File: config.mk
export PLATFORM = sky130hd
export DESIGN_NAME = audio_out_stage
export DESIGN_NICKNAME = d
export VERILOG_FILES = /design/src/rtl/sound_pkg.sv /design/src/rtl/delta_sigma_mod.sv /design/src/rtl/audio_out_stage.sv
export SDC_FILE = /design/constraint.sdc
export NUM_CORES = 1
export LEC_CHECK = 0
export ABC_AREA = 1
export BUFFER_PORTS_ARGS = -buffer_cell sky130_fd_sc_hd__buf_2
export CORE_MARGIN = 3
export CORE_UTILIZATION = 45
export CTS_CLUSTER_DIAMETER = 40
export DETAILED_ROUTE_END_ITERATION = 8
export SYNTH_ARGS = -nofsm -noshare
export SYNTH_HDL_FRONTEND = slang
export SYNTH_SLANG_ARGS = --single-unit
File: constraint.sdc
create_clock -name clk_in -period 1.79 [get_ports clk_in]
set_input_delay 0.358 -clock clk_in [delete_from_list [all_inputs] [get_ports clk_in]]
set_output_delay 0.358 -clock clk_in [all_outputs]
set_load 0.1 [all_outputs]
File: src/rtl/sound_pkg.sv
// Shared widths, frame constant and state encoding for the audio output path.
package sound_pkg;

  localparam int unsigned SAMPLE_WIDTH = 16;
  localparam int unsigned COUNT_WIDTH  = 10;

  // Last count of a frame; the cycle on which samples and mode are committed.
  localparam logic [COUNT_WIDTH-1:0] FRAME_END = {COUNT_WIDTH{1'b1}};

  typedef enum logic {
    WAIT_FIRST = 1'b0,
    RUN        = 1'b1
  } out_state_e;

endpackage

File: src/rtl/delta_sigma_mod.sv
// First-order delta-sigma modulator: the carry of a wrapping accumulator is the output bit.
module delta_sigma_mod
  import sound_pkg::*;
#(
  parameter int unsigned CODE_WIDTH = sound_pkg::SAMPLE_WIDTH
) (
  input  logic                  clk_in,
  input  logic                  reset_in,
  input  logic                  clear_in,
  input  logic [CODE_WIDTH-1:0] code_in,
  output logic                  bit_out
);

  logic [CODE_WIDTH:0] acc_q;

  // Carry is dropped each step so it appears exactly once per overflow.
  always_ff @(posedge clk_in) begin
    if (reset_in || clear_in) begin
      acc_q <= '0;
    end else begin
      acc_q <= {1'b0, acc_q[CODE_WIDTH-1:0]} + {1'b0, code_in};
    end
  end

  assign bit_out = acc_q[CODE_WIDTH];

endmodule

File: src/rtl/audio_out_stage.sv
// Frame-aligned sample buffering feeding a PWM or delta-sigma 1-bit audio output.
module audio_out_stage #(
  parameter int unsigned SAMPLE_WIDTH = sound_pkg::SAMPLE_WIDTH,
  parameter int unsigned COUNT_WIDTH  = sound_pkg::COUNT_WIDTH
) (
  input  logic                    clk_in,
  input  logic                    reset_in,
  input  logic [COUNT_WIDTH-1:0]  master_count_in,
  input  logic [SAMPLE_WIDTH-1:0] data_in,
  input  logic                    data_valid_in,
  input  logic                    mode_in,
  output logic                    audio_out,
  output logic                    sample_strobe_out,
  output logic                    underrun_out,
  output logic                    overrun_out
);

  import sound_pkg::*;

  localparam logic [COUNT_WIDTH-1:0] FRAME_LAST = {COUNT_WIDTH{1'b1}};

  logic [SAMPLE_WIDTH-1:0] pending_q;
  logic                    pending_valid_q;
  logic [SAMPLE_WIDTH-1:0] active_q;
  out_state_e              state_q;
  logic                    mode_q;

  logic                    boundary_c;
  logic                    load_c;
  logic [SAMPLE_WIDTH-1:0] load_data_c;
  logic                    ds_clear_c;
  logic [SAMPLE_WIDTH-1:0] code_c;
  logic [COUNT_WIDTH-1:0]  duty_c;
  logic                    pwm_bit_c;
  logic                    ds_bit;

  assign boundary_c  = (master_count_in == FRAME_LAST);
  assign load_c      = boundary_c && (pending_valid_q || data_valid_in);
  // An empty pending slot lets a sample arriving on the boundary go straight to active.
  assign load_data_c = pending_valid_q ? pending_q : data_in;
  assign ds_clear_c  = boundary_c && (mode_in != mode_q);

  // Offset-binary code: most negative sample maps to 0, most positive to all-ones.
  assign code_c    = {~active_q[SAMPLE_WIDTH-1], active_q[SAMPLE_WIDTH-2:0]};
  assign duty_c    = code_c[SAMPLE_WIDTH-1 -: COUNT_WIDTH];
  assign pwm_bit_c = (master_count_in < duty_c);

  // Sample buffering, frame state machine and status pulses.
  always_ff @(posedge clk_in) begin
    if (reset_in) begin
      pending_q         <= '0;
      pending_valid_q   <= 1'b0;
      active_q          <= '0;
      state_q           <= WAIT_FIRST;
      mode_q            <= 1'b0;
      sample_strobe_out <= 1'b0;
      underrun_out      <= 1'b0;
      overrun_out       <= 1'b0;
    end else begin
      sample_strobe_out <= load_c;
      underrun_out      <= boundary_c && !pending_valid_q && !data_valid_in && (state_q == RUN);
      overrun_out       <= !boundary_c && data_valid_in && pending_valid_q;

      if (load_c) begin
        active_q <= load_data_c;
      end

      case (state_q)
        WAIT_FIRST: if (load_c) state_q <= RUN;
        RUN:        state_q <= RUN;
        default:    state_q <= WAIT_FIRST;
      endcase

      if (boundary_c) begin
        mode_q          <= mode_in;
        pending_valid_q <= pending_valid_q && data_valid_in;
        if (pending_valid_q && data_valid_in) begin
          pending_q <= data_in;
        end
      end else if (data_valid_in) begin
        pending_q       <= data_in;
        pending_valid_q <= 1'b1;
      end
    end
  end

  delta_sigma_mod #(
    .CODE_WIDTH(SAMPLE_WIDTH)
  ) u_delta_sigma (
    .clk_in  (clk_in),
    .reset_in(reset_in),
    .clear_in(ds_clear_c),
    .code_in (code_c),
    .bit_out (ds_bit)
  );

  // Output bit selected by the frame-aligned mode.
  always_ff @(posedge clk_in) begin
    if (reset_in) begin
      audio_out <= 1'b0;
    end else begin
      audio_out <= mode_q ? ds_bit : pwm_bit_c;
    end
  end

endmodule

Word level (Yosys, flattened, before mapping) --
Cells that the tools add are included.
Cells by class: reductions and logical operators 15, bitwise gates (word level) 2, divide/modulo/power cells 0, $mul 0, $lt $le $gt $ge 1, shifts and indexed selects 0, equality and inequality tests 3, $add $sub $neg 1, multiplexer cells 9
Operator list (number):
- two-way mux 16 bit | 4
- adder 16 x 16 -> 17 bit | 1
- == test 10 bit, second input constant | 1
- less-than comparator 10 bit | 1
- logical AND 1 bit | 8
- two-way mux 1 bit | 4
- logical NOT 1 bit | 3
- logical OR 1 bit | 2
- != test 2 x 1 -> 1 bit, second input constant | 1
- NOT 1 bit | 2
- one-hot mux 1 bit (2 select lines) | 1
- AND reduction 2 bit | 1
- nonzero test 2 bit | 1
- != test 1 bit | 1
Storage, ports and cells: output and inout bits 4, memories 0, flip-flop bits (word level) 56, latch bits 0, ROM bits 0, RAM bits 0, word-level logic and storage cells 41

Logic depth before layout (Yosys ltp) --
depth in word-level cells 4, mapped depth 11, gate-level depth less buffers 11

Modules after synthesis --
From an unflattened synthesis, not the netlist that was laid out.
Second synthesis, totals: cell total of the unflattened synthesis 537, area total of the unflattened synthesis 3553.4 um2
Modules (own cells, without submodules):
- audio_out_stage | area each 2160.8 um2, cells each 315, sequential area each 780.7 um2, times used 1
- delta_sigma_mod | area each 1392.6 um2, cells each 222, sequential area each 340.3 um2, times used 1

Worst setup path before layout --
Ideal clock, no wire load.
path type register -> register, from register active_q[0], to register u_delta_sigma.acc_q[14], path buffers 0, arrival time 1.402 ns, setup time 0.113 ns, cell stages (with the launch flop) 11, path slack 0.275 ns, period minus slack after synthesis 1.515 ns, cell sequence dfxtp_1 -> ha_1 -> fa_1 -> nand2_1 -> nand3_1 -> nand3_1 -> nand2_1 -> nand2_1 -> nand2_1 -> nor2_1 -> nor2_1
On the way: cells in the longest elaborated chain, start to end 1
RTL lines:
- start, declared | RTL line audio_out_stage.sv:24 | logic [SAMPLE_WIDTH-1:0] active_q;
- start signal, assigned | RTL line audio_out_stage.sv:65 | active_q <= load_data_c;
- adder 16 x 16 -> 17 bit | RTL line delta_sigma_mod.sv:21 | acc_q <= {1'b0, acc_q[CODE_WIDTH-1:0]} + {1'b0, code_in};
- end signal, assigned | RTL line delta_sigma_mod.sv:21
- end, declared | RTL line delta_sigma_mod.sv:14 | logic [CODE_WIDTH:0] acc_q;
No other way between the ends. A chain may end at the register's enable or synchronous reset.

Worst setup path after layout --
from register active_q[6], to register u_delta_sigma.acc_q[15]
The elaborated chain is that of the path after synthesis.

==> summary.md <==
| Metric | Value |
|---|---|
| First-pass GRT wire length | 12.5 mm |
| Gate Count Post-Synth | 521 |
| Initial Util | 47.8% |
| Total chip power | 0.00228 W |
| Reg2reg setup slack | 160 ps |
| F_max | 0.615 GHz |
| Pre-Repair DR Iteration Count | 4 |
| Skew final | 4.64 ps |
| IO Pins | 34 |
| Min-delay src | reset_in |
| Total track usage | 18.0% |
| Worst reg2reg path depth | 10 |
| Slew Viols, Final | 0 |
| # setup viols final | 0 |
| Leading area contributor after synthesis | dfxtp_1 |
| I/O Buffers | 33 |
| Root Buffer | clkbuf_8 |
| Critical path class | reg -> reg |
| Least-Margin Pin Slew | 576 ps |
| DRC | 0 |
| Max-cap violations | 0 |
| Crit-path max cell delay | 370 ps |
| Outcome | finished, final reports clean |
| Initial antenna violation count | 0 |
| Fin. Hold Viols | 0 |
| Area of the mapped netlist | 3340 sq um |
| Max Root-Sink Buffers | 2 |
| Vias/cell | 4.70 |
| Ys Warns | 0 |
| Min-delay worst type | in -> reg |
| RSZ-0062 raised after global routing | false |
| Vias in the first global route | 2697 |
| Pwr dens | 617 nW/um^2 |
| Avg Cell Area, Syn | 6.41 sq um |
| Critical path depth | 10 |
| CORE AREA | 6980 sq um |
| Worst Path Arrival | 1840 ps |
| Critical-path maximum fanout | 5 |
| WL per Instance | 11.5 um |
| Synth top area share | 33.6% |
| DIE WIDTH | 92.2 um |
| Antenna Violating Nets Remaining | 0 |
| Fin Setup TNS | 0 ps |
| CTS tree | built |
| Worst Setup SP | active_q[6]$_SDFFE_PP0P_ |
| Area growth from synthesis to layout | 10.4% |
| Seq/Total Area, Yosys | 33.6% |
| Depth of the worst hold-timing path | 2 |
| Via count | 3050 |
| Placer Congestion | 0.849 |
| Final HPWL DP | 5.87 mm |
| Skew-Pair Late Insertion Delay | 310 ps |
| Clk sinks | 56 |
| Synth Net Count | 577 |
| Fillers | 758 |
| Critical path's slowest cell | ha_1 |
| Top cells by area, synth | dfxtp_1 34%, nand2_1 15%, nor2_1 11% |
| Initial DRC Count | 127 |
| Final Critical Period | 1630 ps |
| Layout cells sized above 1 | 10.8% |
| Die area | 8490 sq um |
| Worst setup SP type | flip-flop |
| Pin count of the biggest net entering global routing | 34 |
| Worst rel slew slack | 61.6% |
| Chain of cells forming the critical path | ha_1 > nand2_1 > nor2_1 > nand3_1 > nand2_1 > nand2_1 > nand2_1 > nand2_1 > nand2_1 > nor2_1 |
| Flops & latches, synth | 56 |
| Postcts setup bufs | 0 |
| Netlist cell types | 32 |
| Nets@finish | 608 |
| Tcrit/Tclk final | 90.8% |
| Critical Path RT | 2000 ps |
| Die height | 92.2 um |
| Number of core rows | 30 |
| Buf/Inv on CP | 0 |
| Cell mode on critical path | nand2_1 |
| Hold Path End | pending_valid_q$_SDFFE_PP0P_ |
| Cts bufs inserted | 5 |
| ANT cells | 0 |
| Reg2reg end | u_delta_sigma.acc_q[15]$_SDFF_PP0_ |
| Pleak | 1.96 nW |
| H-tree depth | 2 |
| Critical R2R Launch | active_q[6]$_SDFFE_PP0P_ |
| Clk slew on worst S/H paths | 110 ps |
| Global route overflow | 0 |
| Top Family by Delay on Critical Path | simple AND/OR/NAND/NOR gates |
| Final wirelength | 7.48 mm |
| Crit end category | flip-flop |
| Worst IR Drop VDD | 0.448 mV |
-- kinds of logic (layout without fill, tap and decap cells) --
family,Yosys count,in the layout,share of synthesized area [%]
and+or+nand+nor,281,281,35.4
buffers and inverters,97,129,11.5
AOI/OAI and AO/OA,59,59,9.06
DFF,56,56,33.6
adders and majority gates,26,26,9.96
xor gates and xnor gates,2,2,0.524
-- layout make-up --
class | count | area, sq um | share of cell area [%]
tap | 96 | 120 | 3.26
sequential | 56 | 1120 | 30.4
multi-input combinational | 368 | 1840 | 50.0
inverter | 83 | 312 | 8.44
clock inverter | 2 | 17.5 | 0.475
clock buffer | 6 | 72.6 | 1.97
timing repair buffer | 38 | 203 | 5.49
-- worst register-to-register path: cells and delay by family, from the launching register on --
family | cells | cell delay [ps]
flip-flops | 1 | 360
AND/OR/NAND/NOR | 9 | 810
adder cells (fa/ha/maj) | 1 | 370
-- cell usage in the layout (no fill, tap or decap), types with 2 or more instances in the layout --
master,instances
inv_1,79
o21ai_1,11
inv_2,3
dfxtp_1,56
inv_6,2
nor3_1,5
buf_2,33
clkbuf_8,5
nand2_1,131
ha_1,25
o21ai_0,29
nor2_1,99
buf_4,5
nand2_2,4
nor3b_1,4
a21oi_1,16
nor2_4,3
o21a_1,2
nand3_1,27
-- routing by layer --
layer	up-vias	wire length [um]	track usage [%]	part of all wire, %
met5	-	0	0	0
met4	0	35	3.71	0.47
met3	2	254	2.63	3.4
met2	35	3320	29.0	44
met1	1347	3870	25.6	52
li1	1666	-	-	-
-- cell usage after synthesis (all sizes together) --
library cell  count
a211oi            1
a21oi            16
o21a              2
inv              82
nor2            102
nor3              6
xnor2             1
nor4              1
ha               25
nand3            28
o21ai            40
nand3b            2
dfxtp            56
nor3b             4
buf               9
fa                1
clkinv            1
nand4             2
and2              1
xor2              1
clkbuf            5
nand2           135
-- what timing repair did --
item | in CTS | in global routing
hold buffers | 0 | 0
gates resized for setup | 0 | 4
endpoints found under the setup margin | 0 | 3
hold endpoints to repair | 0 | 0
-- sequential cells by signal, summed over array words and instances, names as in the netlist --
signal	cells
underrun_out	1
mode_q	1
audio_out	1
overrun_out	1
pending_q	16
active_q	16
state_q	1
sample_strobe_out	1
pending_valid_q	1
u_delta_sigma.acc_q	17
-- power breakdown --
part / internal (W) / switching, W
clock: 0.000288 / 0.000443
sequential: 0.00128 / 0.0000161
combinational: 0.0000910 / 0.000161
total: 0.00166 / 0.000619
-- stage by stage --
| step | hold slack, ps | cells | utilization, % | cell area [sq um] | setup slack [ps] |
|---|---|---|---|---|---|
| 2_1_floorplan | 415 | 521 | - | 3340 | 275 |
| 3_3_place_gp | 429 | 641 | 51.4 | 3590 | 185 |
| 3_5_place_dp | 428 | 641 | 51.4 | 3590 | 136 |
| 4_1_cts | 268 | 649 | 52.7 | 3680 | 102 |
| 5_1_grt | 269 | 649 | 52.8 | 3690 | 36.9 |
| 6_report | 282 | 649 | 52.8 | 3690 | 164 |
-- worst max-delay path by stage --
stage,slack (ps),end
CTS,100,u_delta_sigma.acc_q[10]$_SDFF_PP0_
global route,40,u_delta_sigma.acc_q[15]$_SDFF_PP0_
detailed placement,140,u_delta_sigma.acc_q[10]$_SDFF_PP0_
floorplan,280,u_delta_sigma.acc_q[14]$_SDFF_PP0_
finish,160,u_delta_sigma.acc_q[15]$_SDFF_PP0_
global placement,180,u_delta_sigma.acc_q[10]$_SDFF_PP0_
(Power assumes the default switching activity.)
